--- config.mk ---
export PLATFORM = sky130hd
export DESIGN_NAME = pri_encoder_rr
export DESIGN_NICKNAME = d
export VERILOG_FILES = /design/src/rtl/pri_encoder_rr.sv
export SDC_FILE = /design/constraint.sdc
export NUM_CORES = 1
export LEC_CHECK = 0
export CAP_MARGIN = 30
export CELL_PAD_IN_SITES_DETAIL_PLACEMENT = 1
export CELL_PAD_IN_SITES_GLOBAL_PLACEMENT = 2
export CORE_MARGIN = 2
export CORE_UTILIZATION = 35
export DETAILED_ROUTE_END_ITERATION = 8
export PLACE_DENSITY_LB_ADDON = 0.1
export SYNTH_ARGS = -nofsm -noshare
export SYNTH_HDL_FRONTEND = slang
export SYNTH_SLANG_ARGS = --single-unit
--- constraint.sdc ---
create_clock -name clk -period 8.9 [get_ports clk]
set_input_delay 1.78 -clock clk [delete_from_list [all_inputs] [get_ports clk]]
set_output_delay 1.78 -clock clk [all_outputs]
set_load 0.01 [all_outputs]
--- src/rtl/pri_encoder_rr.sv ---
// rtl/pri_encoder_rr.sv - registered N-way priority encoder with fixed/round-robin selection and valid/ready output
module pri_encoder_rr #(
    parameter  int N = 8,
    localparam int W = $clog2(N)
) (
    input  logic         clk,
    input  logic         rst_n,
    input  logic [N-1:0] req,
    input  logic         rr_en,
    input  logic         out_ready,
    output logic         out_valid,
    output logic [W-1:0] out_idx,
    output logic [N-1:0] out_onehot,
    output logic [W:0]   pend_cnt
);

    logic [N-1:0] pending_q, pending_d;
    logic         out_valid_q, out_valid_d;
    logic [W-1:0] out_idx_q, out_idx_d;
    logic [N-1:0] out_onehot_q, out_onehot_d;
    logic [W-1:0] last_q, last_d;
    logic [W:0]   pend_cnt_q, pend_cnt_d;

    logic         load;
    logic [W-1:0] start;
    logic [N-1:0] rot;
    logic [W-1:0] ofs;
    logic [W:0]   sum;
    logic [W-1:0] sel;
    logic [N-1:0] sel_onehot;

    // Rotate pending so the search origin sits at bit 0, then find the lowest set bit.
    always_comb begin
        start = '0;
        if (rr_en) begin
            start = (last_q == W'(N - 1)) ? '0 : last_q + 1'b1;
        end
        rot = (pending_q >> start) | (pending_q << (N - int'(start)));
        ofs = '0;
        for (int j = N - 1; j >= 0; j--) begin
            if (rot[j]) begin
                ofs = W'(j);
            end
        end
        sum = {1'b0, start} + {1'b0, ofs};
        if (sum >= (W+1)'(N)) begin
            sum = sum - (W+1)'(N);
        end
        sel        = sum[W-1:0];
        sel_onehot = {{(N-1){1'b0}}, 1'b1} << sel;
    end

    always_comb begin
        load         = !out_valid_q || out_ready;
        pending_d    = pending_q | req;
        out_valid_d  = out_valid_q;
        out_idx_d    = out_idx_q;
        out_onehot_d = out_onehot_q;
        last_d       = last_q;
        if (load) begin
            if (|pending_q) begin
                out_valid_d  = 1'b1;
                out_idx_d    = sel;
                out_onehot_d = sel_onehot;
                last_d       = sel;
                pending_d    = (pending_q & ~sel_onehot) | req;
            end else begin
                out_valid_d = 1'b0;
                pending_d   = req;
            end
        end
        pend_cnt_d = '0;
        for (int i = 0; i < N; i++) begin
            pend_cnt_d = pend_cnt_d + {{W{1'b0}}, pending_d[i]};
        end
    end

    always_ff @(posedge clk or negedge rst_n) begin
        if (!rst_n) begin
            pending_q    <= '0;
            out_valid_q  <= 1'b0;
            out_idx_q    <= '0;
            out_onehot_q <= '0;
            last_q       <= W'(N - 1);
            pend_cnt_q   <= '0;
        end else begin
            pending_q    <= pending_d;
            out_valid_q  <= out_valid_d;
            out_idx_q    <= out_idx_d;
            out_onehot_q <= out_onehot_d;
            last_q       <= last_d;
            pend_cnt_q   <= pend_cnt_d;
        end
    end

    assign out_valid  = out_valid_q;
    assign out_idx    = out_idx_q;
    assign out_onehot = out_onehot_q;
    assign pend_cnt   = pend_cnt_q;

endmodule

; ---- Word-level counts from Yosys, hierarchy flattened
; Index checks and enable logic that the tools add are counted.
; Widths: inputs -> output; s select.
[totals]
ff_bits = 27
latch_bits = 0
ramBits = 0
mem_bits_ro = 0
inputBits = 12
out_inout_bits = 16
elab_cells = 45
memories = 0
[op_classes]
addsub = 11
n_mul = 0
div_mod_pow = 0
magnitude_cmp = 1
eq_ne = 1
n_shift = 3
mux = 14
bitwise_logic = 5
reduce_logical = 4
[op_table]
columns = operator, n
row1 = $mux 3, 11
row2 = $shl 8x32->8, 1
row3 = $or 8x8->8, 3
row4 = $add 4x1->4, 4
row5 = $mux 8, 2
row6 = $and 8x8->8, 1
row7 = $not 8->8, 1
row8 = $reduce_or 8->1, 1
row9 = $shl 1x3->8 const A, 1
row10 = $shr 8x3->8, 1
row11 = $sub 4x3->5 const A, 1
row12 = $add 3x1->4, 1
row13 = $add 3x3->4, 1
row14 = $ge 4x4->1 const B, 1
row15 = $add 2x1->3, 1
row16 = $add 3x1->3 const B, 1
row17 = $eq 3x3->1 const B, 1
row18 = $sub 3x1->3 const B, 1
row19 = $add 1x1->2, 1
row20 = $reduce_and 2->1, 1
row21 = $logic_not 1->1, 1
row22 = $logic_or 1x1->1, 1
row23 = $mux 1, 1

; ---- Longest topological paths before layout
; Gate-level depths: netlist of run 1.
[depth]
depth_word = 30
ltp_mapped = 30
mapped_depth_nobuf = 29

; ---- Worst setup path after synthesis of run 1
; No wires, ideal clock.
[synth_path]
kind = input to register
start = input rr_en
end = register pend_cnt_q[2] (netlist: pend_cnt[2])
setup_ns = 0.123
t_arrival_ns = 7.838
required_ns = 8.777
slack_ns = 0.939
path_stages = 27
n_path_buf = 2
path_cell_list = or3b_1 buf_6 ha_1 clkbuf_1 mux4_2 a221o_1 a31oi_1 o21ai_0 a31o_2 ha_1 inv_1 fa_1 nand2b_1 nand2b_1 or3_1 nor3_1 a211o_1 fa_1 inv_1 fa_1 inv_1 fa_1 inv_1 ha_1 inv_1 fa_1 xnor2_1
[synth_via]
elab_chain_cells = 28
word_cells_on_any_way = 30
cone_classes = add/sub: 10 / order compare: 1 / shift: 3 / mux: 12 / bitwise: 4
[synth_rtl]
columns = item, line_no
row1 = from (decl), 9  ; input logic rr_en,
row2 = $mux 3 (*), 35  ; if (rr_en) begin
row3 = $sub 4x3->5, 38  ; rot = (pending_q >> start) | (pending_q << (N - int'(start)));
row4 = $shl 8x32->8, 38
row5 = $or 8x8->8, 38
row6 = $mux 3 (8 in a row), 41  ; if (rot[j]) begin
row7 = $add 3x3->4 (*), 45  ; sum = {1'b0, start} + {1'b0, ofs};
row8 = $ge 4x4->1 / $sub 3x1->3 (equally long branches), "46, 47"
row9 = $mux 3 (*), 46  ; if (sum >= (W+1)'(N)) begin
row10 = (+4 left out), -
row11 = $mux 8 (*), 61  ; if (|pending_q) begin
row12 = $mux 8 (*), 60  ; if (load) begin
row13 = $add 1x1->2, 74  ; pend_cnt_d = pend_cnt_d + {{W{1'b0}}, pending_d[i]};
row14 = $add 2x1->3, 74
row15 = $add 3x1->4, 74
row16 = $add 4x1->4 (3 in a row), 74
row17 = $add 4x1->4 (*), 74
row18 = via pend_cnt_d[2], 22  ; logic [W:0] pend_cnt_q, pend_cnt_d;
row19 = to (signal assigned), 92  ; pend_cnt_q <= pend_cnt_d;
row20 = to (decl), 22
; The timed path passes the listed nets; every way through them passes the cells marked *.
; A chain may end at the register's enable or synchronous reset.

; ---- Worst setup path in the final report of run 1
; Same ends and word-level chain as after synthesis.

==> out/results.md, run 1 <==
• sky130_fd_sc_hd__dfrtp_1 26%, sky130_fd_sc_hd__mux4_2 5.9%, sky130_fd_sc_hd__nor3_1 4.8% — largest cells by area after synthesis
• 0.8335 — placer's final routability congestion estimate
• 0 — final-report hold violation count
• 0.001027 µW — static leakage
• 9070 ps — Req. time, crit path
• input pin — kind of start point of the critical path
• 29.48% — share of the yosys chip area belonging to registers
• met2 — most crowded layer after global routing
• 0 — number of buffers added for setup after CTS
• 2689 µm² — Post-DP Area
• 0 — number of max-cap violations
• 747 — Fill cells
• 57 — number of different library cells in the post-synthesis netlist
• 1.848% — GR Layer Usage met3
• 159.5 µV — VDD IR max
• 3 — total clock buffers created by CTS
• 100.0% — share of flip-flops with an asynchronous set or reset
• sky130_fd_sc_hd__dfrtp_1 — primary flip-flop cell chosen by synthesis mapping
• 36.30% — effective utilization at floorplan
• 85.15 µm — overall die height
• 33.59% — met2 demand-to-capacity share in global routing
• 49.61% — Rel. slew slack
• 29 — # rows
• 275 — Synth Net Count
• 29 — cell depth of the worst flop-to-flop path
• 0 — GR Overflow Total
• 19.24 µm — average wire length per cell after detail routing
• 77 — number of design-rule violations left by the first detailed-router iteration
• 28 — Boundary Pins
• 8670 ps — crit path DAT
• adder cells — kind of cell adding the most delay to the critical path
• 28 — instance count on the critical path
• 0 — count of inserted antenna diode cells
• 6867 µm — detailed-route wire length
• 9.182 µm² — syn avg cell area
• 17 — crit path max fanout
• sky130_fd_sc_hd__clkdlybuf4s50_1 — cell type of the slowest stage on the worst timing path
• 8493 ps — Period minus WS final
• 540 ps — slowest stage delay, CP
• 95.43% — final worst-path cycle share
• flop — kind of end point of the critical path
• 305 — Post-layout nets
• 0 — Slew Limit Fails
• 26.06% — proportion of netlist area held by the largest area contributor
• 9 — Buffers & Inverters on Critical Path
• 20.11% — GRT Overall Usage
• 27 — Port-buffer cells
• 2,235 — number of global-route vias before repair
• yes — TritonCTS clock tree
• input pin to flop — path type of the worst setup path
• 6350 µm² — core area
• 0 — Warnings, synthesis
• 6.056 — detailed-route vias per instance
• 750.2 ps — actual transition at the worst max-transition pin
• 0 — initial antenna violation count
• 18.78% — area overhead of the layout relative to synthesis
• sky130_fd_sc_hd__clkbuf_8 — CTS root buffer
• sky130_fd_sc_hd__dfrtp_1 — biggest area consumer among synthesized cells
• 28 — largest net degree at the start of global routing
• 85.15 µm — DIE WIDTH
• 484.5 ps — Hold WS
• 27 — flip-flop and latch count after synthesis
• 2 — maximum root-to-sink buffer count
• 11,700 µm — first-pass GRT wire length
• 2 — Cells on Worst Hold Path
• 2305 µm² — synthesized area
• 280 ps — clock latency on the worst-skew pair
• 3.944 ps — skew final
• 13.21% — ratio of cells with drive above 1 in the final layout
• 2,162 — count of vias placed by the detailed router
• 0 — Final ANT Viol Nets
• 28.38% — met1 track demand over resource in global routing
• 2738 µm² — final cell area excluding filler cells
• 1 — deepest level of the CTS H-tree
• 5250 µm — half-perimeter wire length of the detailed placement result
• 326.3 nW/µm² — Power Dens Cells
• 7250 µm² — die area
• 0 — count of endpoints failing setup in the final report
• no — setup repair after global routing missed its margin
• 27 — # clock sinks
• 0 — DRC errors left
• completed — outcome
• 251 — gate count after technology mapping
• 117.7 MHz — fmax
• 0 ps — Setup TNS Final
• flop to flop — Hold Path Class
• 0 — EDFF count, synth
• 893.3 µW — Power, Total
• 4 — number of search-and-repair iterations in the first detailed-routing pass
• 90 ps — clock transition at the registers of the reported paths
-- worst min-delay path, stage by stage (launching register included) --
cell and delay, ps:
sky130_fd_sc_hd__dfrtp_1 350, sky130_fd_sc_hd__nand2_1 50, sky130_fd_sc_hd__nand2_1 50
-- final timing paths --
path	from	to	slack, ps
setup / recovery	rr_en	pend_cnt[2]	410
hold / removal	out_idx[0]	out_idx[0]	480
setup reg to reg	last_q[0]	pend_cnt[2]	1560
hold reg to reg	out_idx[0]	out_idx[0]	480
max in group asynchronous	rst_n	last_q[2]	6710
min in group asynchronous	rst_n	pend_cnt[2]	1870
-- power breakdown --
group	leakage (µW)	internal (µW)	switching [µW]	total [µW]
logic	0.000693	278	332	610
clock network	0.0000255	31.5	40.1	71.6
registers	0.000308	170	42.2	212
-- cell usage after synthesis (5+ instances only) --
cell type	number
sky130_fd_sc_hd__nand3_1	6
sky130_fd_sc_hd__or4_1	5
sky130_fd_sc_hd__inv_1	10
sky130_fd_sc_hd__nor3_1	22
sky130_fd_sc_hd__mux2i_1	5
sky130_fd_sc_hd__ha_1	7
sky130_fd_sc_hd__nor3b_1	9
sky130_fd_sc_hd__a211oi_1	8
sky130_fd_sc_hd__nand2b_1	6
sky130_fd_sc_hd__nand2_1	22
sky130_fd_sc_hd__dfrtp_1	24
sky130_fd_sc_hd__or3_1	7
sky130_fd_sc_hd__fa_1	5
sky130_fd_sc_hd__a211o_1	5
sky130_fd_sc_hd__clkbuf_1	8
sky130_fd_sc_hd__mux4_2	6
sky130_fd_sc_hd__o21ai_0	8
sky130_fd_sc_hd__a221o_1	9
sky130_fd_sc_hd__nor2_1	16
-- sequential cells by signal, indices dropped and copies added, names as in the netlist --
signal      cells
out_idx         3
last_q          3
pending_q       8
pend_cnt        4
out_valid       1
out_onehot      8
-- cell usage in the layout, fill, tap and decap left out, drive strengths merged, types with 9 or more instances in the layout --
master and n:
nor2 16, nor3b 9, inv 11, nand2 23
clkdlybuf4s50 27, buf 12, a211oi 9, a221o 9
nor3 22, o21ai 9, dfrtp 24
-- what timing repair did --
action                                  in CTS  in global routing
hold buffers                                 0                  0
resized for setup                            0                  2
endpoints found under the setup margin       0                  2
-- area by class of cell --
cell class | instances | area [µm²] | share of cell area, %
tap | 77 | 96.34 | 3.519
multi-input combinational | 199 | 1499 | 54.75
clock inverter | 1 | 5.005 | 0.1828
timing repair buffer | 39 | 372.9 | 13.62
clock buffer | 3 | 41.29 | 1.508
sequential | 27 | 679.4 | 24.82
inverter | 11 | 43.79 | 1.600
-- routing by layer --
metal  routed length, µm  part of all wire, %  vias to the layer above
li1                    -                    -                     1019
met1                3186                   46                     1095
met2                3388                   49                       39
met3                 194                  2.8                        9
met4                  98                  1.4                        0
met5                   0                    0                        -
-- per-stage QoR --
step	std cells	worst slack (ps)	util, %
6_report	357	406.5	43.11
3_3_place_gp	353	143.4	42.34
2_1_floorplan	251	939.5	-
3_5_place_dp	353	45.01	42.34
4_1_cts	357	328.2	43.07
5_1_grt	357	27.15	43.11
-- cell families after synthesis --
logic type	share of synthesized area, %
simple gates	27.96
compound gates	19.65
flops	29.48
buf+inv	5.592
fa+ha+maj	8.143
mux	8.035
xor+xnor	1.140
No activity file was read; power rests on OpenSTA's default activity.
==> run 2: changes to the inputs <==
CAP_MARGIN = 20   (was 30)
==> results of run 2 <==
The final DEF is identical to that of run 1; final timing and power are the same.
